===== config.mk =====
export PLATFORM = sky130hd
export DESIGN_NAME = multi_reg_file_flat
export DESIGN_NICKNAME = d
export VERILOG_FILES = /design/src/rtl/multi_reg_file_pkg.sv /design/src/rtl/multi_reg_file_if.sv /design/src/rtl/multi_reg_file_bnd_counter_reg.sv /design/src/rtl/multi_reg_file.sv /design/src/flat_wrapper.sv
export SDC_FILE = /design/constraint.sdc
export NUM_CORES = 1
export LEC_CHECK = 0
export BUFFER_PORTS_ARGS = -buffer_cell sky130_fd_sc_hd__buf_2
export CORE_MARGIN = 2
export CORE_UTILIZATION = 64
export DETAILED_ROUTE_END_ITERATION = 16
export PLACE_DENSITY_LB_ADDON = 0.12
export SLEW_MARGIN = 30
export SYNTH_ARGS = -nofsm -noshare
export SYNTH_HDL_FRONTEND = slang
export SYNTH_SLANG_ARGS = --single-unit

===== constraint.sdc =====
create_clock -name CLK -period 4 [get_ports CLK]
set_input_delay 1.2 -clock CLK [delete_from_list [all_inputs] [get_ports CLK]]
set_output_delay 1.2 -clock CLK [all_outputs]
set_load 0.01 [all_outputs]

===== src/rtl/multi_reg_file_pkg.sv =====
// Shared definitions for the multi_reg_file slice: function-select codes and
// the read-select width helper.
package regfile_pkg;

  typedef enum logic [1:0] {
    FS_DEC  = 2'd0,
    FS_INC  = 2'd1,
    FS_LOAD = 2'd2,
    FS_CLR  = 2'd3
  } funsel_e;

  // Read index width; a single-bit select is kept even for tiny depths.
  function automatic int selw(input int depth);
    return (depth <= 2) ? 1 : $clog2(depth);
  endfunction

endpackage


===== src/rtl/multi_reg_file_if.sv =====
// Datapath-side bundle of the register file: write controls, read selects,
// read data and sticky boundary flags.
interface multi_reg_file_if #(
  parameter int WIDTH = 8,
  parameter int DEPTH = 4,
  parameter int SELW  = regfile_pkg::selw(DEPTH)
) ();
  logic [1:0]       FunSel;
  logic [DEPTH-1:0] RegSel;
  logic [WIDTH-1:0] I;
  logic [SELW-1:0]  OutASel;
  logic [SELW-1:0]  OutBSel;
  logic             FlagClr;
  logic [WIDTH-1:0] OutA;
  logic [WIDTH-1:0] OutB;
  logic [DEPTH-1:0] BndFlag;

  modport master (
    output FunSel, RegSel, I, OutASel, OutBSel, FlagClr,
    input  OutA, OutB, BndFlag
  );

  modport slave (
    input  FunSel, RegSel, I, OutASel, OutBSel, FlagClr,
    output OutA, OutB, BndFlag
  );
endinterface


===== src/rtl/multi_reg_file_bnd_counter_reg.sv =====
// One counter-register with wrap or saturate boundary handling and a sticky
// boundary flag.
module bnd_counter_reg
  import regfile_pkg::*;
#(
  parameter int               WIDTH     = 8,
  parameter bit               SATURATE  = 1'b0,
  parameter logic [WIDTH-1:0] RESET_VAL = '0
) (
  input  logic             CLK,
  input  logic             RST_N,
  input  logic             i_en,
  input  logic [1:0]       i_fun,
  input  logic [WIDTH-1:0] i_data,
  input  logic             i_flag_clr,
  output logic [WIDTH-1:0] o_q,
  output logic             o_flag
);

  localparam logic [WIDTH-1:0] ONE = {{(WIDTH-1){1'b0}}, 1'b1};

  logic [WIDTH-1:0] r_q;
  logic             r_flag;
  logic [WIDTH-1:0] w_nxt;
  logic             w_bnd;
  logic             w_at_max, w_at_min;

  assign w_at_max = &r_q;
  assign w_at_min = ~|r_q;

  // Boundary is judged on the pre-edge value; saturation simply holds it.
  always_comb begin
    w_nxt = r_q;
    w_bnd = 1'b0;
    case (funsel_e'(i_fun))
      FS_DEC: begin
        w_bnd = i_en & w_at_min;
        w_nxt = (w_at_min && SATURATE) ? r_q : r_q - ONE;
      end
      FS_INC: begin
        w_bnd = i_en & w_at_max;
        w_nxt = (w_at_max && SATURATE) ? r_q : r_q + ONE;
      end
      FS_LOAD: w_nxt = i_data;
      FS_CLR:  w_nxt = '0;
      default: w_nxt = r_q;
    endcase
  end

  always_ff @(posedge CLK or negedge RST_N) begin
    if (!RST_N) begin
      r_q    <= RESET_VAL;
      r_flag <= 1'b0;
    end else begin
      if (i_en) r_q <= w_nxt;
      if (w_bnd)           r_flag <= 1'b1;
      else if (i_flag_clr) r_flag <= 1'b0;
    end
  end

  assign o_q    = r_q;
  assign o_flag = r_flag;

endmodule


===== src/rtl/multi_reg_file.sv =====
// DEPTH x WIDTH counter register file with two combinational read ports;
// out-of-range read indices return zero.
module multi_reg_file
  import regfile_pkg::*;
#(
  parameter int               WIDTH     = 8,
  parameter int               DEPTH     = 4,
  parameter bit               SATURATE  = 1'b0,
  parameter logic [WIDTH-1:0] RESET_VAL = '0
) (
  input logic             CLK,
  input logic             RST_N,
  multi_reg_file_if.slave bus
);

  localparam int SELW = selw(DEPTH);

  logic [DEPTH-1:0][WIDTH-1:0] w_q;
  logic [DEPTH-1:0]            w_flag;
  logic [WIDTH-1:0]            w_outa, w_outb;

  for (genvar g = 0; g < DEPTH; g++) begin : g_reg
    bnd_counter_reg #(
      .WIDTH    (WIDTH),
      .SATURATE (SATURATE),
      .RESET_VAL(RESET_VAL)
    ) u_reg (
      .CLK       (CLK),
      .RST_N     (RST_N),
      .i_en      (~bus.RegSel[g]),
      .i_fun     (bus.FunSel),
      .i_data    (bus.I),
      .i_flag_clr(bus.FlagClr),
      .o_q       (w_q[g]),
      .o_flag    (w_flag[g])
    );
  end

  // Compare-based mux so indices past DEPTH fall through to zero.
  always_comb begin
    w_outa = '0;
    w_outb = '0;
    for (int k = 0; k < DEPTH; k++) begin
      if (bus.OutASel == SELW'(k)) w_outa = w_q[k];
      if (bus.OutBSel == SELW'(k)) w_outb = w_q[k];
    end
  end

  assign bus.OutA    = w_outa;
  assign bus.OutB    = w_outb;
  assign bus.BndFlag = w_flag;

endmodule

===== src/flat_wrapper.sv =====
// flat-port wrapper written by rule: the top's interface ports become plain ports
module multi_reg_file_flat import regfile_pkg::*;
#(
  parameter int               WIDTH     = 8,
  parameter int               DEPTH     = 4,
  parameter bit               SATURATE  = 1'b0,
  parameter logic [WIDTH-1:0] RESET_VAL = '0
)
  (CLK, RST_N, bus_FunSel, bus_RegSel, bus_I, bus_OutASel, bus_OutBSel, bus_FlagClr, bus_OutA, bus_OutB, bus_BndFlag);
  multi_reg_file_if #(.WIDTH(WIDTH), .DEPTH(DEPTH)) bus_i ();
  input logic CLK;
  input logic RST_N;
  input wire logic [$bits(bus_i.FunSel)-1:0] bus_FunSel;
  input wire logic [$bits(bus_i.RegSel)-1:0] bus_RegSel;
  input wire logic [$bits(bus_i.I)-1:0] bus_I;
  input wire logic [$bits(bus_i.OutASel)-1:0] bus_OutASel;
  input wire logic [$bits(bus_i.OutBSel)-1:0] bus_OutBSel;
  input wire logic [$bits(bus_i.FlagClr)-1:0] bus_FlagClr;
  output wire logic [$bits(bus_i.OutA)-1:0] bus_OutA;
  output wire logic [$bits(bus_i.OutB)-1:0] bus_OutB;
  output wire logic [$bits(bus_i.BndFlag)-1:0] bus_BndFlag;
  assign bus_i.FunSel = bus_FunSel;
  assign bus_i.RegSel = bus_RegSel;
  assign bus_i.I = bus_I;
  assign bus_i.OutASel = bus_OutASel;
  assign bus_i.OutBSel = bus_OutBSel;
  assign bus_i.FlagClr = bus_FlagClr;
  assign bus_OutA = bus_i.OutA;
  assign bus_OutB = bus_i.OutB;
  assign bus_BndFlag = bus_i.BndFlag;
  multi_reg_file #(.WIDTH(WIDTH), .DEPTH(DEPTH), .SATURATE(SATURATE), .RESET_VAL(RESET_VAL)) u_core (.CLK(CLK), .RST_N(RST_N), .bus(bus_i));
endmodule

==> metrics.md, run 1 <==
| Metric | Value |
|---|---|
| Status | complete, no violations |
| CTS H-tree depth | 2 |
| Setup tns final | 0 ns |
| Hpwl dp | 6240 um |
| Total gr overflow | 0 |
| Diodes inserted | 0 |
| DP Area | 0.00351 mm2 |
| CTS root buf | clkbuf_8 |
| Pwr dens | 640 mW/mm2 |
| Global-route wire length before repair | 13600 um |
| TritonCTS buffer count | 5 |
| Synth top area share | 27.6% |
| Max-cap viol count | 0 |
| Critical path launch point type | input port |
| Design Area, Final | 0.00360 mm2 |
| Critical path type | input port to primary output |
| # clock sinks | 36 |
| Ranking of synthesized cells by area | dfrtp_1, mux4_2, ha_1 |
| Die W | 75.5 um |
| R2R Setup Slk | 1.78 ns |
| Arrival time worst endpoint | 2.16 ns |
| FMAX | 0.297 GHz |
| Drt pass-1 iters | 5 |
| Placeable core area | 0.00501 mm2 |
| Post-synth EDFFs | 0 |
| Leak | 0.00156 uW |
| Commonest cells post-synth | dfrtp_1, o21ai_0, ha_1, a21oi_1, nand2_1 |
| Tcrit/Tclk final | 84.1% |
| Hold Path Class | register to register |
| Core Rows | 26 |
| Syn_nets | 379 |
| Largest net degree at the start of global routing | 37 |
| CTS tree | done |
| Worst Skew | 0.00738 ns |
| Slowest stage delay, CP | 0.56 ns |
| Worst r2r path cells | 7 |
| Initial core utilization | 65.2% |
| Hold Path Depth | 2 |
| Post-route DRC | 0 |
| Initial antenna violation count | 0 |
| DR WL/cell | 20.0 um |
| WP data required | 2.80 ns |
| Synth warn | 0 |
| RSZ-0062 raised after global routing | false |
| Cell area after synthesis | 0.00327 mm2 |
| Crit path max fanout | 8 |
| Critical-path cell list | buf_2 -> mux4_2 -> buf_2 |
| Most common cell in the netlist | dfrtp_1 |
| Final core occ | 72.0% |
| Setup Viol. Count Final | 0 |
| Placed insts | 424 |
| Final WL | 8660 um |
| Fin cells | 432 |
| Post-CTS Hold Fix Bufs | 0 |
| Post-route minimum period | 3.36 ns |
| Worst-path clk slew | 0.08 ns |
| CP max-delay cell | mux4_2 |
| Slew headroom | 59.3% |
| Die Area | 0.00569 mm2 |
| Worst slew pin tran | 0.608 ns |
| GRT Overall Usage | 32.5% |
| Most common cell on crit path | buf_2 |
| Area leader, netlist | dfrtp_1 |
| Drt via density | 6.78 |
| Vias in the first global route | 2775 |
| Worst hold margin | 0.534 ns |
| Clock Tree Buf Depth | 2 |
| Fin. max-slew vios | 0 |
| Clock Latency Late Sink | 0.29 ns |
| Synth Area per Inst | 9.99 um2 |
| Maximum vdd drop | 0.353 mV |
| Final antenna-violating net count | 0 |
| Ys flop type | dfrtp_1 |
| Setup Fix Bufs, Post-CTS | 0 |
| Unique masters post-synth | 42 |
| Gp weighted congestion | 0.876 |
| Mapped Cells | 327 |
| DRT iter0 DRCs | 336 |
| DR vias | 2927 |
| Layout cells sized above 1 | 24.3% |
| Buffers on Ports | 40 |
| P&R area growth vs syn | 10.3% |
| Nets | 413 |
| Sequential fraction of the synthesis area | 27.6% |
| Ports | 41 |
| Critical Path End Type | primary output |
| Vert. Die Dim | 75.5 um |
| Number of synthesized register bits | 36 |
| Final Hold Viols | 0 |
| PostCTS Resize Cnt | 0 |
| Fraction of registers with async set/reset | 100% |
## sequential cells by signal, summed over array words and instances, names as in the netlist
register / cells
u_core.g.u_reg.o_flag: 4
u_core.g.u_reg.o_q: 32
## layout make-up
| cell class | instances | area (um2) |
|---|---|---|
| clock buffers | 8 | 90.1 |
| well taps | 70 | 87.6 |
| flip-flops and latches | 36 | 901 |
| fillers | 409 | 1410 |
| inverters | 9 | 33.8 |
| repair buffers | 45 | 240 |
| multi-input cells | 264 | 2250 |
## worst paths after layout
path | end | startpoint
setup / recovery | bus_OutA[0] | bus_OutASel[0]
hold / removal | u_core.g_reg[0].u_reg.o_flag | u_core.g_reg[0].u_reg.o_flag
setup reg to reg | u_core.g_reg[1].u_reg.o_q[7] | u_core.g_reg[1].u_reg.o_q[1]
hold reg to reg | u_core.g_reg[0].u_reg.o_flag | u_core.g_reg[0].u_reg.o_flag
max in group asynchronous | u_core.g_reg[3].u_reg.o_q[4] | RST_N
min in group asynchronous | u_core.g_reg[0].u_reg.o_q[5] | RST_N
## critical path: cells and delay by family
family | cells | cell delay [ns]
muxes | 1 | 0.56
buffers and inverters | 2 | 0.40
## routing by layer
metal / track usage (%) / vias up / share of wire (%)
li1: - / 1332 / -
met1: 43.5 / 1419 / 40
met2: 51.4 / 160 / 47
met3: 7.94 / 16 / 11
met4: 12.1 / 0 / 2.0
met5: 0 / - / 0
## power by group
group	internal (uW)	total (uW)	switching [uW]
registers	484	735	250
clock network	141	280	139
logic	659	1290	632
## layout by cell type, fill, tap and decap left out, types with 6 or more instances in the layout
cell type	n
buf_2	39
dfrtp_1	36
o21ai_0	29
ha_1	27
a21oi_1	22
nand2_1	19
mux4_2	16
xor2_1	14
mux2_2	12
a21o_1	10
nor2_1	10
nor3_1	9
nor4_1	9
inv_1	8
mux2i_1	8
xnor2_1	8
o31ai_1	7
nand4_1	7
nand3_1	6
clkbuf_8	6
buf_4	6
## per-stage QoR
| stage | worst slack (ns) | total power, uW |
|---|---|---|
| after detailed placement | 0.631 | 2010 |
| final | 0.637 | 2310 |
| after global routing | 0.583 | 2480 |
| after CTS | 0.631 | 2290 |
| after floorplan | 0.303 | 1670 |
| after global placement | 0.637 | 1950 |
## logic make-up (layout without fill, tap and decap cells)
family / count (synthesis) / count (layout) / share of synthesized area (%)
mux: 36 / 36 / 17.6
fa+ha+maj: 31 / 31 / 12.8
simple gates: 77 / 77 / 12.4
compound gates: 98 / 98 / 20.2
flops: 36 / 36 / 27.6
buf+inv: 27 / 62 / 3.60
xor+xnor: 22 / 22 / 5.90
(Power assumes the default switching activity.)
==> run 2, diff against run 1 <==
Settings changed: CORE_UTILIZATION 64 to 59.
Clock period 4 ns to 3.2 ns, I/O delays scaled along.
==> metrics.md, run 2 (synthesized netlist as in run 1, its figures left out) <==
| Metric | Value |
|---|---|
| Routed wl met2 | 4240 um (+4.4%) |
| Die W | 78.4 um (+3.9%) |
| Clock Latency Late Sink | 0.29 ns (about the same) |
| WP buf/inv | 2 (unchanged) |
| Drt pass-1 iters | 5 (unchanged) |
| CP top delay family | multiplexers |
| Commonest non-fill, non-tap cell in the layout | buf_2 |
| Critical path launch point type | input port |
| Hpwl dp | 6340 um (+1.5%) |
| Diodes inserted | 0 (unchanged) |
| CTS H-tree depth | 2 (unchanged) |
| P&R area growth vs syn | 11.1% |
| Most frequent cells in the layout | buf_2, dfrtp_1, o21ai_0 |
| Layout cells sized above 1 | 24.9% (+0.62 points) |
| WL met3 | 723 um (-25%) |
| Vert. Die Dim | 78.4 um (+3.9%) |
| Post-CTS Hold Fix Bufs | 0 (unchanged) |
| Core Rows | 27 (+3.8%) |
| Initial core utilization | 60.1% (-5.1 points) |
| Worst hold margin | 0.538 ns (+0.00399 ns) |
| Setup WS pre-CTS | 0.0593 ns (-0.572 ns) |
| CP max-delay cell | mux4_2 |
| Max-cap viol count | 0 (unchanged) |
| Post-route DRC | 0 (unchanged) |
| Final WL | 8850 um (+2.2%) |
| Critical path startpoint | bus_OutBSel[0] |
| GRT Overall Usage | 30.7% (-1.8 points) |
| Final Power | 2890 uW (+26%) |
| CTS root buf | clkbuf_8 |
| Slew headroom | 41.4% (-18 points) |
| Ports | 41 (unchanged) |
| Setup Fix Bufs, Post-CTS | 0 (unchanged) |
| Placeable core area | 0.00544 mm2 (+8.6%) |
| DR vias | 2868 (-2.0%) |
| FMAX | 0.346 GHz |
| Gp weighted congestion | 0.918 (+4.8%) |
| Maximum vdd drop | 0.447 mV (+27%) |
| Setup Viol. Count Final | 0 (unchanged) |
| DR WL/cell | 20.3 um (+1.1%) |
| Worst Skew | 0.00271 ns (-0.00467 ns) |
| Total gr overflow | 0 (unchanged) |
| Leak | 0.00158 uW (+1.2%) |
| Final Hold Viols | 0 (unchanged) |
| Filler Cells Inserted | 440 (+7.6%) |
| Top Layer Used | met4 |
| Worst-path clk slew | 0.07 ns (about the same) |
| Largest register FFs | 32 (unchanged) |
| Hold Path Class | register to register |
| Status | complete, no violations |
| CTS tree | done |
| Beginning of the worst hold path | u_core.g_reg[0].u_reg.o_flag |
| Tcrit/Tclk final | 90.3% |
| Arrival time worst endpoint | 1.93 ns (-0.23 ns) |
| Post-route minimum period | 2.89 ns |
| Largest net degree at the start of global routing | 37 (unchanged) |
| WP data required | 2.24 ns (-0.56 ns) |
| Initial antenna violation count | 0 (unchanged) |
| Most common cell on crit path | buf_2 |
| # clock sinks | 36 (unchanged) |
| Worst slew pin tran | 0.880 ns (+0.271 ns) |
| Final antenna-violating net count | 0 (unchanged) |
| Setup tns final | 0 ns (unchanged) |
| Critical Path End Type | primary output |
| Vias in the first global route | 2832 (+2.1%) |
| Crit path max fanout | 8 (unchanged) |
| PostCTS Resize Cnt | 0 (unchanged) |
| Drt via density | 6.56 (-3.1%) |
| TritonCTS buffer count | 5 (unchanged) |
| Global-route wire length before repair | 14400 um (+5.8%) |
| Critical-path cell list | buf_2 -> mux4_2 -> buf_2 |
| Die Area | 0.00615 mm2 (+8.0%) |
| Pwr dens | 797 mW/mm2 (+25%) |
| Clock Tree Buf Depth | 2 (unchanged) |
| RSZ-0062 raised after global routing | false |
| Critical path type | input port to primary output |
| Metal-1 WL | 3730 um (+7.6%) |
| Slowest stage delay, CP | 0.56 ns (about the same) |
| Fin. max-slew vios | 0 (unchanged) |
| Nets | 416 (+0.73%) |
| FF-to-FF Start | u_core.g_reg[3].u_reg.o_q[1] |
| Buffers on Ports | 40 (unchanged) |
| DRT iter0 DRCs | 248 (-26%) |
| Post-route setup slack | 0.310 ns (-0.327 ns) |
-- run 2: where the power goes --
part / total, uW / leakage [uW] / internal, uW / switching (uW)
Sequential: 926 / 0.000451 / 606 / 321
Combinational: 1630 / 0.00109 / 838 / 788
Clock: 342 / 0.0000455 / 176 / 166
-- run 2: final cells by class --
type / count / area [um2] / area share (%)
well taps: 72 / 90.1 / 2.48
inverters: 9 / 33.8 / 0.930
flip-flops and latches: 36 / 901 / 24.8
multi-input cells: 264 / 2260 / 62.1
repair buffers: 48 / 260 / 7.17
clock buffers: 8 / 90.1 / 2.48
-- run 2: worst paths after layout --
path | endpoint | slack (ns) | depth (start not counted)
setup / recovery | bus_OutB[0] | 0.31 | 3
max in group asynchronous | u_core.g_reg[1].u_reg.o_q[1] | 1.87 | 1
hold reg to reg | u_core.g_reg[0].u_reg.o_flag | 0.54 | 2
min in group asynchronous | u_core.g_reg[0].u_reg.o_q[4] | 0.78 | 1
hold / removal | u_core.g_reg[0].u_reg.o_flag | 0.54 | 2
setup reg to reg | u_core.g_reg[3].u_reg.o_q[7] | 1.06 | 7
-- run 2: metal layers --
metal / GRT usage, % / vias up
met1: 39.9 / 1391
met3: 6.21 / 13
met4: 10.2 / 0
met5: 0 / -
met2: 51.6 / 123
li1: - / 1341
-- run 2: worst min-delay path, delay by kind of cell, from the launching register on --
kind,cells,cell delay (ns)
AOI/OAI and AO/OA,1,0.07
buffers and inverters,1,0.05
DFF,1,0.38
-- run 2: metrics by stage --
| stage | std cells | cell area, um2 | utilization [%] |
|---|---|---|---|
| after floorplan | 327 | 3280 | - |
| after global placement | 429 | 3540 | 65.1 |
| after detailed placement | 429 | 3540 | 65.1 |
| after CTS | 437 | 3630 | 66.8 |
| after global routing | 437 | 3630 | 66.8 |
| final | 437 | 3630 | 66.8 |
